===== src/rtl/uart_pkg.sv =====
// Shared UART definitions: transmitter state encoding and default frame shape.
package uart_pkg;

  typedef enum logic [1:0] {
    ST_IDLE  = 2'd0,
    ST_START = 2'd1,
    ST_DATA  = 2'd2,
    ST_STOP  = 2'd3
  } uart_state_e;

  localparam int UART_DBIT    = 8;
  localparam int UART_SB_TICK = 16;

  // Start and data bits are always 16 oversampling ticks long.
  localparam logic [3:0] TICK_LAST = 4'd15;

endpackage


===== src/rtl/uart_tx_sched_rr_arb2.sv =====
// Two-requester round-robin grant; on contention the source not served last wins.
module rr_arb2 (
  input  logic valid_a,
  input  logic valid_b,
  input  logic last_src,
  output logic grant_a,
  output logic grant_b
);

  assign grant_a = valid_a & (~valid_b | last_src);
  assign grant_b = valid_b & (~valid_a | ~last_src);

endmodule


===== src/rtl/uart_tx_sched.sv =====
// UART transmitter shared by two byte requesters under round-robin arbitration.
// state | meaning: IDLE line high, grant | START start bit | DATA LSB-first bits | STOP stop bit
module uart_tx_sched
  import uart_pkg::*;
#(
  parameter int DBIT    = UART_DBIT,
  parameter int SB_TICK = UART_SB_TICK
) (
  input  logic            i_clk,
  input  logic            i_reset,
  input  logic            i_tick,
  input  logic [DBIT-1:0] i_data_a,
  input  logic [DBIT-1:0] i_data_b,
  input  logic            i_valid_a,
  input  logic            i_valid_b,
  output logic            o_ready_a,
  output logic            o_ready_b,
  output logic            o_tx,
  output logic            o_busy,
  output logic            o_done,
  output logic            o_src
);

  localparam logic [3:0] STOP_LAST = 4'(SB_TICK - 1);
  localparam logic [2:0] BIT_LAST  = 3'(DBIT - 1);

  uart_state_e     state, state_next;
  logic [3:0]      tick_cnt, tick_next;
  logic [2:0]      bit_cnt, bit_next;
  logic [DBIT-1:0] shreg, shreg_next, shreg_shift;
  logic            tx_next, done_next, src_next;
  logic            last_src, last_next;
  logic            grant_a, grant_b;

  rr_arb2 u_arb (
    .valid_a  (i_valid_a),
    .valid_b  (i_valid_b),
    .last_src (last_src),
    .grant_a  (grant_a),
    .grant_b  (grant_b)
  );

  assign shreg_shift = shreg >> 1;
  assign o_busy      = (state != ST_IDLE);

  // last_src resets to B so that A wins the first contention.
  always_ff @(posedge i_clk or posedge i_reset) begin
    if (i_reset) begin
      state    <= ST_IDLE;
      tick_cnt <= '0;
      bit_cnt  <= '0;
      shreg    <= '0;
      o_tx     <= 1'b1;
      o_done   <= 1'b0;
      o_src    <= 1'b0;
      last_src <= 1'b1;
    end else begin
      state    <= state_next;
      tick_cnt <= tick_next;
      bit_cnt  <= bit_next;
      shreg    <= shreg_next;
      o_tx     <= tx_next;
      o_done   <= done_next;
      o_src    <= src_next;
      last_src <= last_next;
    end
  end

  always_comb begin
    state_next = state;
    tick_next  = tick_cnt;
    bit_next   = bit_cnt;
    shreg_next = shreg;
    tx_next    = o_tx;
    done_next  = 1'b0;
    src_next   = o_src;
    last_next  = last_src;
    o_ready_a  = 1'b0;
    o_ready_b  = 1'b0;

    case (state)
      ST_IDLE: begin
        tx_next   = 1'b1;
        o_ready_a = grant_a & ~i_reset;
        o_ready_b = grant_b & ~i_reset;
        // A tick coinciding with the accept is dropped by clearing the counter.
        if (grant_a | grant_b) begin
          shreg_next = grant_b ? i_data_b : i_data_a;
          src_next   = grant_b;
          last_next  = grant_b;
          tick_next  = '0;
          bit_next   = '0;
          tx_next    = 1'b0;
          state_next = ST_START;
        end
      end

      ST_START: begin
        if (i_tick) begin
          if (tick_cnt == TICK_LAST) begin
            tick_next  = '0;
            tx_next    = shreg[0];
            state_next = ST_DATA;
          end else begin
            tick_next = tick_cnt + 4'd1;
          end
        end
      end

      ST_DATA: begin
        if (i_tick) begin
          if (tick_cnt == TICK_LAST) begin
            tick_next  = '0;
            shreg_next = shreg_shift;
            if (bit_cnt == BIT_LAST) begin
              tx_next    = 1'b1;
              state_next = ST_STOP;
            end else begin
              bit_next = bit_cnt + 3'd1;
              tx_next  = shreg_shift[0];
            end
          end else begin
            tick_next = tick_cnt + 4'd1;
          end
        end
      end

      ST_STOP: begin
        tx_next = 1'b1;
        if (i_tick) begin
          if (tick_cnt == STOP_LAST) begin
            tick_next  = '0;
            done_next  = 1'b1;
            state_next = ST_IDLE;
          end else begin
            tick_next = tick_cnt + 4'd1;
          end
        end
      end

      default: state_next = ST_IDLE;
    endcase
  end

endmodule

===== config.mk =====
export PLATFORM = sky130hd
export DESIGN_NAME = uart_tx_sched
export DESIGN_NICKNAME = d
export VERILOG_FILES = /design/src/rtl/uart_pkg.sv /design/src/rtl/uart_tx_sched_rr_arb2.sv /design/src/rtl/uart_tx_sched.sv
export SDC_FILE = /design/constraint.sdc
export NUM_CORES = 1
export LEC_CHECK = 0
export CORE_ASPECT_RATIO = 1.5
export CORE_MARGIN = 10
export CORE_UTILIZATION = 30
export CTS_CLUSTER_SIZE = 25
export DETAILED_ROUTE_END_ITERATION = 6
export HOLD_SLACK_MARGIN = 0.02
export SLEW_MARGIN = 20
export SYNTH_ARGS = -nofsm -noshare
export SYNTH_HDL_FRONTEND = slang
export SYNTH_SLANG_ARGS = --single-unit

===== constraint.sdc =====
create_clock -name i_clk -period 2.2 [get_ports i_clk]
set_input_delay 0.22 -clock i_clk [delete_from_list [all_inputs] [get_ports i_clk]]
set_output_delay 0.22 -clock i_clk [all_outputs]
set_load 0.03 [all_outputs]

== Word-level counts from Yosys, hierarchy flattened ==
Index checks and enable logic that the tools add are counted.
Storage, ports and cells
  bits in registers: 21
  output and inout port bits: 6
Operators by class
  $add $sub $neg: 2
  eq/ne operators: 15
  muxes and demuxes: 35
  bitwise logic cells: 11
  reductions and logical operators: 10
Operators by type and width (count)
  8-bit two-way mux: 4
  2-bit inequality test (second input constant): 9
  2-bit two-way mux: 8
  8-bit case mux with 2 select lines: 1
  3-bit two-way mux: 4
  4-bit two-way mux: 3
  1-bit two-way mux: 11
  2-bit case mux with 4 select lines: 1
  4-bit case mux with 2 select lines: 1
  4-bit AND reduction: 2
  8-bit AND reduction: 1
  3-bit case mux with 2 select lines: 1
  5-bit AND reduction: 1
  4-bit by 1-bit adder with 4-bit output (second input constant): 1
  1-bit bitwise AND: 4
  2-bit equality test (second input constant): 2
  4-bit equality test (second input constant): 1
  1-bit inverter: 4
  1-bit case mux with 4 select lines: 1
  2-bit AND reduction: 2
  2-bit nonzero test: 2
  3-bit by 1-bit adder with 3-bit output (second input constant): 1
  3-bit equality test (second input constant): 1
  1-bit OR: 3
  other kinds (4): 4

== Longest topological paths before layout ==
Gate-level depths: netlist (run 1).
  word-level depth: 6
  depth in mapped cells: 7
  depth with buffers taken out: 6

== By module ==
Synthesis (run 1) repeated with hierarchy kept, for this count alone.
Unflattened totals
  cells, all modules: 124
  area, all modules: 1261.2 µm²
By module, submodules not included
  uart_tx_sched: instances 1, cells each 121, area each 1242.4 µm², seq. area each 528.0 µm²
  rr_arb2: instances 1, cells each 3, area each 18.8 µm², seq. area each 0.0 µm²

== Worst setup path before layout (run 1) ==
No wires, ideal clock.
  kind: reg2out
  start point: register state[0]
  end point: output o_ready_a
  data arrival time: 1776 ps
  data required time: 1980 ps
  slack: 204 ps
  stages on the path, launching flop included: 6
  buffers on the path: 1
  cell sequence: dfrtp_1 -> inv_1 -> ha_1 -> clkbuf_1 -> nand2_1 -> nor3_1
On the way
  cells in the longest elaborated chain, start to end: 2
RTL lines
  start, declared: line uart_tx_sched.sv:27  | uart_state_e state, state_next;
  start signal, assigned: line uart_tx_sched.sv:58  | state <= state_next;
  2-bit zero test: line uart_tx_sched.sv:81  | case (state)
  1-bit two-way mux: line uart_tx_sched.sv:81
  end, declared: line uart_tx_sched.sv:16  | output logic o_ready_a,
No other way between the ends.

== Worst setup path after layout (run 1) ==
  start point: register state[0]
  end point: register shreg[1]
On the way
  cells in the longest elaborated chain, start to end: 3
  elaborated cells on any way between the ends: 8
RTL lines
  2-bit equality test / 2-bit zero test (equally long branches): line uart_tx_sched.sv:81
  2-bit inequality test (no source line) / 2-bit nonzero test (equally long branches)
  4-bit AND reduction (no source line)
  end signal, assigned: line uart_tx_sched.sv:61  | shreg <= shreg_next;
  end, declared: line uart_tx_sched.sv:30  | logic [DBIT-1:0] shreg, shreg_next, shreg_shift;
Parallel ways exist; a longest one is shown, timed or not.
A chain may end at the register's enable or synchronous reset.

==> results of run 1 <==
[registers in the layout, indices dropped and copies added (netlist names)]
name,cells
last_src,1
bit_cnt,3
state,2
o_done,1
o_src,1
o_tx,1
shreg,8
tick_cnt,4
[cell families after synthesis]
| family | after synthesis |
|---|---|
| mux | 13 |
| fa+ha+maj | 7 |
| compound gates | 44 |
| flops | 21 |
| simple gates | 31 |
| buf+inv | 13 |
[metrics by stage]
stage / area [sq um] / worst slack [ps] / util
after CTS: 1673 / 176.0 / 0.4009
final: 1673 / 188.9 / 0.4009
after detailed placement: 1630 / 211.8 / 0.3907
after global routing: 1673 / 38.15 / 0.4009
after floorplan: 1272 / 204.1 / -
after global placement: 1630 / 275.1 / 0.3907
[report_power, final]
part	switching (mW)	leakage, nW	internal, mW	total, mW
Combinational	0.575	0.439	0.485	1.06
Clock	0.131	0.0228	0.129	0.261
Sequential	0.125	0.253	0.564	0.689
Total	0.831	0.715	1.18	2.01
[final cells by class]
class | instances | area (sq um)
inverter | 7 | 26.28
timing repair buffer | 36 | 330.3
fill | 423 | 2500
multi-input combinational | 95 | 685.7
clock buffer | 4 | 45.04
tap | 46 | 57.56
sequential | 21 | 528.0
[critical path, stage by stage, from the launching register on]
cell,delay (ps)
sky130_fd_sc_hd__dfrtp_1,410
sky130_fd_sc_hd__inv_1,110
sky130_fd_sc_hd__ha_1,280
sky130_fd_sc_hd__buf_4,170
sky130_fd_sc_hd__mux2i_1,170
sky130_fd_sc_hd__a211oi_1,560
sky130_fd_sc_hd__nor2_1,90
sky130_fd_sc_hd__a21oi_1,140
[worst max path at each step]
stage	start	to	slack [ps]	cells after the start
2_1_floorplan	state[0]	o_ready_a	200	5
4_1_cts	state[0]	shreg[1]	180	7
3_3_place_gp	i_valid_a	tick_cnt[3]	280	6
5_1_grt	state[0]	shreg[4]	40	7
3_5_place_dp	state[0]	shreg[4]	210	7
6_report	state[0]	shreg[1]	190	7
[metal layers]
layer / vias up / part of all wire
met3: 6 / 0.052
met2: 22 / 0.52
li1: 548 / -
met1: 539 / 0.41
met5: - / 0
met4: 0 / 0.012
[Yosys cell counts (all sizes together) (4+ instances only)]
| cell | number | share of area |
|---|---|---|
| a21oi | 13 | 0.051 |
| ha | 7 | 0.069 |
| or4 | 4 | 0.024 |
| a22o | 4 | 0.028 |
| buf | 5 | 0.023 |
| mux2 | 10 | 0.088 |
| nand2 | 6 | 0.018 |
| o22ai | 7 | 0.034 |
| inv | 7 | 0.021 |
| dfrtp | 19 | 0.37 |
| o21ai | 10 | 0.039 |
| nor2 | 6 | 0.020 |
[what timing repair did]
item                                    CTS  global route
gates resized for setup                   2             0
hold buffers                              0             0
endpoints found under the setup margin    2             0
==> implementation parameters, run 1 <==
Parameter                              Value

Outcome
  Run status ... complete, no violations

Critical path
  Worst Path Class, Setup ... reg -> reg
  Crit end category ... register
  Worst reg2reg path depth ... 7
  Reg-to-reg critical path endpoint ... shreg[1]
  Required time of the critical path ... 2390 ps
  Worst r2r src ... state[0]
  CP Launch Type ... register
  Reg-to-reg slack, setup ... 190 ps
  Top fanout value on the critical path ... 7
  Crit path arrival time ... 2200 ps

Yosys
  Flip-flop cell with the highest count after synthesis ... sky130_fd_sc_hd__dfrtp_1
  Largest family of logic cells by synthesized area ... compound AO/OA/AOI/OAI gates
  Sequential-to-total area share from yosys stat ... 0.4149
  Post-synthesis net count ... 157
  Synthesis Warnings ... 0
  Count of different cell masters after synthesis ... 38
  Number of enable flip-flop cells after synthesis ... 0
  Count of mapped cells out of synthesis ... 129
  Mean instance size in the synthesized netlist ... 9.864 sq um
  Post-Synthesis Cell Area ... 1272 sq um
  Share of the synthesized netlist area taken by xor and xnor gates ... 0
  Simple-gate share of the synthesized area ... 0.1455
  Flop and latch count out of synthesis ... 21
  Fraction of the mapped netlist area in adder cells ... 0.06883
  Complex-gate fraction of the synthesized area ... 0.2124
  Share of cell area taken by muxes after synthesis ... 0.1121
  Share of flip-flops with an asynchronous set or reset after synthesis ... 1.000

STA
  Transition time at the pin with the least slew margin ... 577.5 ps
  Number of setup violations in the final report ... 0
  Worst Clk Skew ... 2.160 ps
  Final max-slew violation count ... 0
  Worst slew slack as a fraction of its limit ... 0.6127
  Setup repair after global routing missed its margin ... no
  Part of the cycle the worst path needs ... 0.9141
  Final hold violations ... 0
  Maximum clock frequency ... 497.2 MHz
  Final Critical Period ... 2011 ps
  Sum Neg Setup Slack ... 0 ps
  Smallest hold slack ... 340.7 ps

Global route
  First-pass GRT wire length ... 5664 um
  Total grt overflow ... 0
  Layer with the highest usage ... met2
  Met1 demand-to-capacity share in global routing ... 0.1052
  Number of global-route vias before repair ... 1219
  GR met3 Demand/Resource ... 0.02789
  GRT Overall Usage ... 0.09364
  Number of antenna violations at the first check in global routing ... 0
  Maximum number of pins on one net before global-route repair ... 22
  Met2 demand-to-capacity share in global routing ... 0.1632

Pwr
  Leakage dissipation ... 0.7154 nW
  Total power per unit cell area ... 1201 nW/um^2
  Worst voltage drop across the vdd grid ... 0.6010 mV
  Total chip power ... 2.010 mW

Floorplanning
  Height of the chip ... 99.77 um
  Chip Width ... 73.18 um
  DIE AREA ... 7300 sq um
  Row count ... 29
  Effective utilization at floorplan ... 0.3049
  Number of I/O pins ... 27
  Core area ... 4173 sq um

Route
  Drt total wl ... 3252 um
  Final routed DRC violation total ... 0
  Vias after detailed routing ... 1115
  Remaining number of nets flagged by the antenna check after routing ... 0
  First-pass detailed-route iteration total ... 4
  Detail-routed via count per cell ... 5.335
  Iter 0 DRT Violations ... 58
  Wire per inst ... 15.56 um

CTS
  Number of buffers created by CTS ... 3
  Clock tree from TritonCTS ... built
  Root buffer selected by CTS ... sky130_fd_sc_hd__clkbuf_8
  H-tree Lvls ... 1
  Clock transition at the registers of the reported paths ... 80 ps
  Setup repair bufs after CTS ... 0
  Clk sink count ... 21
  Clock Latency Late Sink ... 260 ps
  Clock tree buffer depth ... 2

Final layout
  Area growth from synthesis to layout ... 31.46%
  Final-stage net count ... 192
  Share of post-route cells with drive strength above 1 ... 0.1718
  Diodes inserted ... 0
  Final std cells w/o fill ... 209
  Most common cell after layout, fill and taps aside ... sky130_fd_sc_hd__clkdlybuf4s50_1
  Highest-count cells in the layout ignoring fill and taps ... 23 x sky130_fd_sc_hd__clkdlybuf4s50_1, 19 x sky130_fd_sc_hd__dfrtp_1, 13 x sky130_fd_sc_hd__a21oi_1, 11 x sky130_fd_sc_hd__buf_4, 10 x sky130_fd_sc_hd__o21ai_0

Place
  Routability cong. ... 0.8075
  Count of port buffers added during placement ... 26
  HPWL after detailed placement ... 2516 um
  Number of placed instances, taps included ... 205

Run
  Maximum capacitance violations ... 0

Hold path
  Worst min path class ... in -> async
Note: power is estimated with default switching activity, not from simulation.
==> run 2, diff against run 1 <==
clock period = 2.5 ns   (was 2.2 ns; I/O delays follow)
==> implementation parameters, run 2 (synthesis results as in run 1) <==
Parameter                              Value

CTS
  Post-CTS resize count ... 0
  Setup repair bufs after CTS ... 0
  Number of buffers created by CTS ... 3
  Clock Latency Late Sink ... 270 ps
  Root buffer selected by CTS ... sky130_fd_sc_hd__clkbuf_8
  Clock tree buffer depth ... 2
  H-tree Lvls ... 1
  Clk sink count ... 21
  Clock transition at the registers of the reported paths ... 80 ps
  CTS Hold Buffers Added ... 0
  Clock tree from TritonCTS ... built

Critical path
  Top fanout value on the critical path ... 12
  Reg-to-reg slack, setup ... 480 ps
  Crit end category ... output port
  Worst path cell trace ... inv_1, ha_2, inv_1, clkdlybuf4s50_1
  Cell repeated most along the worst path ... sky130_fd_sc_hd__inv_1
  Worst Path Class, Setup ... reg -> out
  Cell with the largest stage delay on the worst path ... sky130_fd_sc_hd__clkdlybuf4s50_1
  Reg-to-reg critical path endpoint ... bit_cnt[0]
  CP Launch Type ... register
  Slowest stage delay, CP ... 700 ps
  Required time of the critical path ... 2250 ps
  Worst reg2reg path depth ... 6
  Worst r2r src ... state[1]
  Crit path arrival time ... 1870 ps

Final layout
  Final-stage net count ... 187
  Number of fill cells ... 416
  Most common cell after layout, fill and taps aside ... sky130_fd_sc_hd__clkdlybuf4s50_1
  Registers with the most flip-flops ... shreg: 8 flops, tick_cnt: 4 flops, bit_cnt: 3 flops
  Fraction of the core area covered by cells at the end of the flow ... 0.3937
  Largest register FFs ... 8
  Largest register by flop count ... shreg
  Highest-count cells in the layout ignoring fill and taps ... 24 x sky130_fd_sc_hd__clkdlybuf4s50_1, 19 x sky130_fd_sc_hd__dfrtp_1, 13 x sky130_fd_sc_hd__a21oi_1, 10 x sky130_fd_sc_hd__o21ai_0, 9 x sky130_fd_sc_hd__mux2_2
  Share of post-route cells with drive strength above 1 ... 0.1519
  Area growth from synthesis to layout ... 29.11%
  Diodes inserted ... 0

Global route
  GRT Overall Usage ... 0.09279
  Maximum number of pins on one net before global-route repair ... 22
  First-pass GRT wire length ... 5457 um
  Number of global-route vias before repair ... 1144
  Number of antenna violations at the first check in global routing ... 0
  Total grt overflow ... 0

Floorplanning
  Row count ... 29
  Core area ... 4173 sq um
  Number of I/O pins ... 27
  Height of the chip ... 99.77 um
  Effective utilization at floorplan ... 0.3049
  Chip Width ... 73.18 um
  DIE AREA ... 7300 sq um

STA
  Worst Clk Skew ... 4.624 ps
  Worst slew slack as a fraction of its limit ... 0.6284
  Final max-slew violation count ... 0
  Number of setup violations in the final report ... 0
  Sum Neg Setup Slack ... 0 ps
  Part of the cycle the worst path needs ... 0.8472
  Final hold violations ... 0
  Setup repair after global routing missed its margin ... no
  Maximum clock frequency ... 472.1 MHz
  Transition time at the pin with the least slew margin ... 554.0 ps
  Final Critical Period ... 2118 ps

Pwr
  Worst voltage drop across the vdd grid ... 0.4924 mV
  Total chip power ... 1.747 mW
  Total power per unit cell area ... 1064 nW/um^2
  Leakage dissipation ... 0.7022 nW

Route
  First-pass detailed-route iteration total ... 4
  Remaining number of nets flagged by the antenna check after routing ... 0
  Final routed DRC violation total ... 0
  Iter 0 DRT Violations ... 65
  Vias after detailed routing ... 1116
  Met3 layer wire length in the routed design ... 182 um
  Detailed-route wire length on metal 1 ... 1354 um
  Detail-routed via count per cell ... 5.471
  Wire per inst ... 16.06 um
  Top sig layer ... met4
  Met2 routed wirelength ... 1678 um
  Drt total wl ... 3277 um

Outcome
  Run status ... complete, no violations

Place
  HPWL after detailed placement ... 2478 um
  Routability cong. ... 0.8155
  Count of port buffers added during placement ... 26

Hold path
  Worst min path class ... in -> async

Run
  Maximum capacitance violations ... 0
## run 2: changes by cell type in the layout (fill, tap and decap cells not counted)
cell,previous run,this run
sky130_fd_sc_hd__buf_4,11,6
sky130_fd_sc_hd__dlygate4sd2_1,2,0
sky130_fd_sc_hd__clkdlybuf4s50_1,23,24
sky130_fd_sc_hd__dlymetal6s2s_1,0,1
sky130_fd_sc_hd__ha_1,7,6
sky130_fd_sc_hd__ha_2,0,1
## run 2: how the worst max path moves through the flow
stage / endpoint / slack (ps) / cells after the start / start
global placement: o_ready_a / 400 / 5 / state[0]
finish: o_busy / 380 / 4 / state[0]
CTS: o_ready_a / 40 / 5 / state[1]
floorplan: o_ready_a / 470 / 5 / state[0]
global route: o_busy / 290 / 4 / state[0]
detailed placement: o_ready_a / 340 / 5 / state[1]
## run 2: final cells by class
class	count	area, sq um	area share
multi-input cells	95	688.2	0.4189
flip-flops and latches	21	528.0	0.3214
repair buffers	31	297.8	0.1813
well taps	46	57.56	0.03503
clock buffers	4	45.04	0.02742
inverters	7	26.28	0.01599
## run 2: power by group
group          switching, mW  internal (mW)  leakage [nW]
logic                  0.497          0.411         0.426
clock network          0.118          0.114        0.0228
registers              0.111          0.496         0.253
total                  0.726           1.02         0.702
## run 2: through the flow
step | instance area [sq um] | setup WS [ps] | std cells | hold slack, ps
3_3_place_gp | 1593 | 400.8 | 200 | 495.8
4_1_cts | 1638 | 37.78 | 204 | 380.2
5_1_grt | 1643 | 291.6 | 204 | 418.5
3_5_place_dp | 1593 | 340.2 | 200 | 511.1
2_1_floorplan | 1272 | 474.1 | 129 | 230.5
6_report | 1643 | 381.9 | 204 | 371.5
## run 2: per-layer routing
layer  vias up  GRT usage
met3         6    0.02789
met1       539     0.1021
met2        30     0.1533
li1        541          -
met4         0    0.04985
met5         -          0
## run 2: critical path: cells and delay by family (launching register included)
kind	cells	cell delay, ps
buffers and inverters	3	950
DFF	1	390
adders and majority gates	1	260
